File: src/rtl/seg7_defs.vh
// Seven-segment pattern constants, active-low {g,f,e,d,c,b,a}.
// Shared by all display blocks in this codebase.
`ifndef SEG7_DEFS_VH
`define SEG7_DEFS_VH

`define SEG7_0     7'b1000000
`define SEG7_1     7'b1111001
`define SEG7_2     7'b0100100
`define SEG7_3     7'b0110000
`define SEG7_4     7'b0011001
`define SEG7_5     7'b0010010
`define SEG7_6     7'b0000010
`define SEG7_7     7'b1111000
`define SEG7_8     7'b0000000
`define SEG7_9     7'b0010000
`define SEG7_DASH  7'b0111111
`define SEG7_BLANK 7'b1111111

`endif

File: src/rtl/two_digit_display_driver_pkg.sv
// Shared types and constants for the two-digit multiplexed display driver.
// Segment patterns come from the common seg7 include.
`include "seg7_defs.vh"

package two_digit_display_driver_pkg;

    typedef enum logic {
        SLOT_ONES = 1'b0,
        SLOT_TENS = 1'b1
    } slot_e;

    localparam logic [1:0] AN_ONES = 2'b10;
    localparam logic [1:0] AN_TENS = 2'b01;
    localparam logic [1:0] AN_OFF  = 2'b11;

    localparam logic [6:0] SEG_BLANK = `SEG7_BLANK;

endpackage

File: src/rtl/two_digit_display_driver_bcd_to_seg7.sv
// BCD to active-low seven-segment decoder.
// Non-BCD codes 10..15 show a dash.
`include "seg7_defs.vh"

module bcd_to_seg7 (
    input  logic [3:0] bcd_i,
    output logic [6:0] seg_o
);

    // Pure table lookup; anything outside 0..9 falls through to the dash
    always_comb begin
        seg_o = `SEG7_DASH;
        case (bcd_i)
            4'd0:    seg_o = `SEG7_0;
            4'd1:    seg_o = `SEG7_1;
            4'd2:    seg_o = `SEG7_2;
            4'd3:    seg_o = `SEG7_3;
            4'd4:    seg_o = `SEG7_4;
            4'd5:    seg_o = `SEG7_5;
            4'd6:    seg_o = `SEG7_6;
            4'd7:    seg_o = `SEG7_7;
            4'd8:    seg_o = `SEG7_8;
            4'd9:    seg_o = `SEG7_9;
            default: seg_o = `SEG7_DASH;
        endcase
    end

endmodule

File: src/rtl/two_digit_display_driver.sv
// Two-digit multiplexed seven-segment driver with frame-start shadowing
// and optional leading-zero blanking. Outputs are registered.
module two_digit_display_driver
    import two_digit_display_driver_pkg::*;
#(
    parameter int SCAN_DIV = 50000,
    parameter bit BLANK_LZ = 1'b1
) (
    input  logic       Clk,
    input  logic       R,
    input  logic [3:0] D0,
    input  logic [3:0] D1,
    output logic [6:0] SEG,
    output logic [1:0] AN
);

    localparam int          CW   = $clog2(SCAN_DIV);
    localparam logic [CW-1:0] LAST = CW'(SCAN_DIV - 1);

    logic [CW-1:0] cnt_q, cnt_d;
    slot_e         sel_q, sel_d;
    logic [3:0]    s0_q, s0_d;
    logic [3:0]    s1_q, s1_d;
    logic [6:0]    seg_q, seg_d;
    logic [1:0]    an_q, an_d;

    logic          tick;
    logic [3:0]    dig;
    logic [6:0]    dig_seg;
    logic          blank;

    // Decoder sees the digit that will be on the pins next cycle
    bcd_to_seg7 u_dec (
        .bcd_i (dig),
        .seg_o (dig_seg)
    );

    // Next-state: prescaler, slot toggle, frame-start capture, pin values
    always_comb begin
        tick  = (cnt_q == LAST);
        cnt_d = tick ? '0 : cnt_q + 1'b1;
        sel_d = sel_q;
        s0_d  = s0_q;
        s1_d  = s1_q;
        if (tick) begin
            sel_d = (sel_q == SLOT_ONES) ? SLOT_TENS : SLOT_ONES;
            if (sel_q == SLOT_TENS) begin
                s0_d = D0;
                s1_d = D1;
            end
        end
        dig   = (sel_d == SLOT_TENS) ? s1_d : s0_d;
        blank = BLANK_LZ && (sel_d == SLOT_TENS) && (s1_d == 4'd0);
        an_d  = (sel_d == SLOT_TENS) ? AN_TENS : AN_ONES;
        seg_d = dig_seg;
        if (blank) begin
            an_d  = AN_OFF;
            seg_d = SEG_BLANK;
        end
    end

    // State and output registers with synchronous reset
    always_ff @(posedge Clk) begin
        if (R) begin
            cnt_q <= '0;
            sel_q <= SLOT_ONES;
            s0_q  <= 4'd0;
            s1_q  <= 4'd0;
            an_q  <= AN_OFF;
            seg_q <= SEG_BLANK;
        end else begin
            cnt_q <= cnt_d;
            sel_q <= sel_d;
            s0_q  <= s0_d;
            s1_q  <= s1_d;
            an_q  <= an_d;
            seg_q <= seg_d;
        end
    end

    assign SEG = seg_q;
    assign AN  = an_q;

endmodule

File: config.mk
export PLATFORM = sky130hd
export DESIGN_NAME = two_digit_display_driver
export DESIGN_NICKNAME = d
export VERILOG_FILES = /design/src/rtl/two_digit_display_driver_pkg.sv /design/src/rtl/two_digit_display_driver_bcd_to_seg7.sv /design/src/rtl/two_digit_display_driver.sv
export VERILOG_INCLUDE_DIRS = /design/src /design/src/rtl
export SDC_FILE = /design/constraint.sdc
export NUM_CORES = 1
export LEC_CHECK = 0
export ABC_AREA = 1
export CORE_MARGIN = 2
export CORE_UTILIZATION = 55
export CTS_CLUSTER_SIZE = 40
export DETAILED_ROUTE_END_ITERATION = 8
export PLACE_DENSITY = 0.78
export SETUP_SLACK_MARGIN = 0.4
export SYNTH_ARGS = -nofsm -noshare
export SYNTH_HDL_FRONTEND = slang
export SYNTH_SLANG_ARGS = --single-unit
File: constraint.sdc
create_clock -name Clk -period 2.5 [get_ports Clk]
set_input_delay 0.5 -clock Clk [delete_from_list [all_inputs] [get_ports Clk]]
set_output_delay 0.5 -clock Clk [all_outputs]
set_load 0.1 [all_outputs]
==> flow_summary.json <==
{
  "wire_per_inst_um": 11.3,
  "rows": 20,
  "crit_start": "cnt_q[0]",
  "ir_drop_mv": 0.294,
  "p_total_uw": 982,
  "wirelength_um": 3730,
  "synth.distinct_cells": 29,
  "max_stage_delay_ps": 380,
  "p_leak_nw": 0.976,
  "hold_path.class": "flop to flop",
  "timing.final.crit_period_ps": 1980,
  "vias_per_cell": 4.99,
  "worstSetupStartpointType": "flop",
  "cts_max_path_buffers": 2,
  "die_width_um": 60.8,
  "ys.flop_type": "dfxtp_1",
  "reg2reg_to": "SEG[5]",
  "synth_seq_cells": 34,
  "port_buffers": 18,
  "cp_max_fo": 6,
  "max_slew_margin": 0.822,
  "cp.depth": 12,
  "layout.nets": 302,
  "status": "finished clean",
  "grt_antenna_before_repair": 0,
  "syn_area_per_cell_um2": 7.27,
  "crit_path_end_kind": "flop",
  "cts_htree_levels": 2,
  "clk_pin_slew_ps": 110,
  "drcViolationCount": 0,
  "ys_seq_area_frac": 0.384,
  "grt.overflow.total": 0,
  "synth_top_area_share": 0.384,
  "fin_setup_tns_ps": 0,
  "yosys.area_share.adder": 0.0494,
  "via_count": 1648,
  "cpMostUsedCell": "nand3_1",
  "min_period_over_period": 0.792,
  "drt-initial-drc-count": 101,
  "cts_buffers": 5,
  "grt_max_degree": 12,
  "synthesis.nets": 261,
  "nFillCells": 265,
  "fmax_mhz": 505,
  "routabilityCongestion": 0.873,
  "endpoint": "SEG[5]",
  "first_pass_iters": 4,
  "crit_family": "simple AND/OR/NAND/NOR gates",
  "arrival_ps": 2200,
  "ys_top_cells_by_area": "dfxtp_1, nand2_1, nand3_1",
  "start_util": 0.581,
  "crit_chain": "ha_4 > nand3_4 > nor2_2 > nand3_2 > nand2_4 > nand3_1 > nand2_2 > inv_1 > ha_1 > nand3b_1 > nand3_1 > nand3_1",
  "cp_num_buf_inv": 1,
  "muxShareOfSynthArea": 0,
  "worst_pin_slew_ps": 266,
  "synth_simple_gate_area_frac": 0.409,
  "grt_pass1_wl_um": 5840,
  "r2r_slack_ps": 520,
  "clock_latency_ps": 340,
  "rsz0062_at_grt": "no",
  "setup_violations": 0,
  "drive_above_1_share": 0.266,
  "area_delta_synth_final_pct": 24.7,
  "pin_count": 19,
  "skew_ps": 8.44,
  "reg2reg_depth": 12,
  "root_buffer": "clkbuf_4",
  "path_class": "flop to flop",
  "power_per_cell_area_nw_per_um2": 444,
  "async_reset_ff_frac": 0,
  "grt_usage": 0.212,
  "antenna_left": 0,
  "die_area_um2": 3690,
  "place_hpwl_um": 2600,
  "core_area_um2": 3050,
  "synth_top_family_by_area": "simple AND/OR/NAND/NOR gates",
  "diodes": 0,
  "synth_cells": 244,
  "cp.required_ps": 2730,
  "die_h_um": 60.8,
  "cts_tree": "yes",
  "yosysTopAreaCell": "dfxtp_1",
  "r2r_start": "cnt_q[0]",
  "synth_xor_area_frac": 0.00988,
  "netlist_area_um2": 1770,
  "report.final.slew_viol_count": 0,
  "slowest_stage": "dfxtp_2",
  "timing.max_cap.violations": 0,
  "synth-compound-area-share": 0.0847,
  "finalHoldViolCount": 0,
  "grt_pass1_vias": 1400,
  "fin_util": 0.724,
  "synth-edff-count": 0,
  "synth_warnings": 0,
  "cts_sinks": 34
}
## routing by layer
| metal | wire (um) | up-vias | GRT usage |
|---|---|---|---|
| li1 | - | 868 | - |
| met1 | 1740 | 728 | 0.291 |
| met2 | 1730 | 46 | 0.315 |
| met3 | 215 | 6 | 0.0682 |
| met4 | 43 | 0 | 0.0745 |
| met5 | 0 | - | 0 |
## cell families (layout without fill, tap and decap cells)
group	after synthesis	in the layout
AND/OR/NAND/NOR	147	148
AO/OA/AOI/OAI	26	26
buffers and inverters	28	69
XOR/XNOR	2	2
flip-flops	34	34
adder cells (fa/ha/maj)	7	7
## repair_timing
action | in CTS | in global routing
cloned | 0 | 1
hold buffers | 0 | 0
setup endpoints to repair | 5 | 7
buffers inserted | 3 | 12
pin swaps | 2 | 6
resized for setup | 3 | 11
## worst reg2reg max path, delay by kind of cell, from the launching register on
family | cells | cell delay (ps)
fa+ha+maj | 2 | 360
buf+inv | 1 | 100
flops | 1 | 380
simple gates | 9 | 1020
## synth_stat cells (2+ instances only)
cell type / number
ha_1: 7
inv_1: 20
nand3_2: 2
nand3b_1: 3
nor3b_1: 2
nor2_2: 2
nand2_4: 7
nor2_1: 29
nand4_1: 2
inv_2: 4
nand2_2: 7
o21ai_0: 7
nand2_1: 60
o21a_1: 2
nand3_1: 25
xor2_1: 2
a21oi_1: 13
dfxtp_1: 34
nor3_1: 4
nor2_4: 3
## per-stage QoR
stage          cell area (um2)  hold WS (ps)  cells  setup WS, ps
5_1_grt                   2210           491    330           359
4_1_cts                   2090           465    317           400
3_5_place_dp              1990           445    306           336
6_report                  2210           469    330           521
3_3_place_gp              1990           433    306           416
2_1_floorplan             1770           418    244           559
## sequential cells by signal, summed over array words and instances, names as in the netlist
name,cells
AN,2
SEG,7
cnt_q,16
s0_q,4
s1_q,4
sel_q,1
## cell type report
class | instances | area [um2] | area share
multi-input cells | 183 | 1010 | 0.458
flip-flops and latches | 34 | 689 | 0.312
inverters | 26 | 104 | 0.0470
clock buffers | 6 | 51.3 | 0.0232
repair buffers | 35 | 285 | 0.129
well taps | 44 | 55.1 | 0.0249
clock inverters | 2 | 12.5 | 0.00566
## power breakdown
group	internal, mW	total [mW]	switching, mW
Combinational	0.0303	0.0961	0.0658
Sequential	0.552	0.558	0.00623
Clock	0.135	0.327	0.192
## cells in the final DEF (no fill, tap or decap), drive strengths merged, types with 7 or more instances in the layout
cell           count
nand3             27
buf               26
dfxtp             34
nor2              34
nand2             75
o21ai              8
clkdlybuf4s50      9
inv               24
a21oi             14
ha                 7
## worst min-delay path by stage
| stage | startpoint | end | depth (start not counted) |
|---|---|---|---|
| after floorplan | cnt_q[0] | cnt_q[0] | 1 |
| after global placement | cnt_q[0] | cnt_q[0] | 1 |
| after detailed placement | cnt_q[0] | cnt_q[0] | 1 |
| after CTS | cnt_q[0] | cnt_q[0] | 1 |
| after global routing | cnt_q[0] | cnt_q[0] | 1 |
| final | cnt_q[0] | cnt_q[0] | 1 |
No activity file was read; power rests on OpenSTA's default activity.
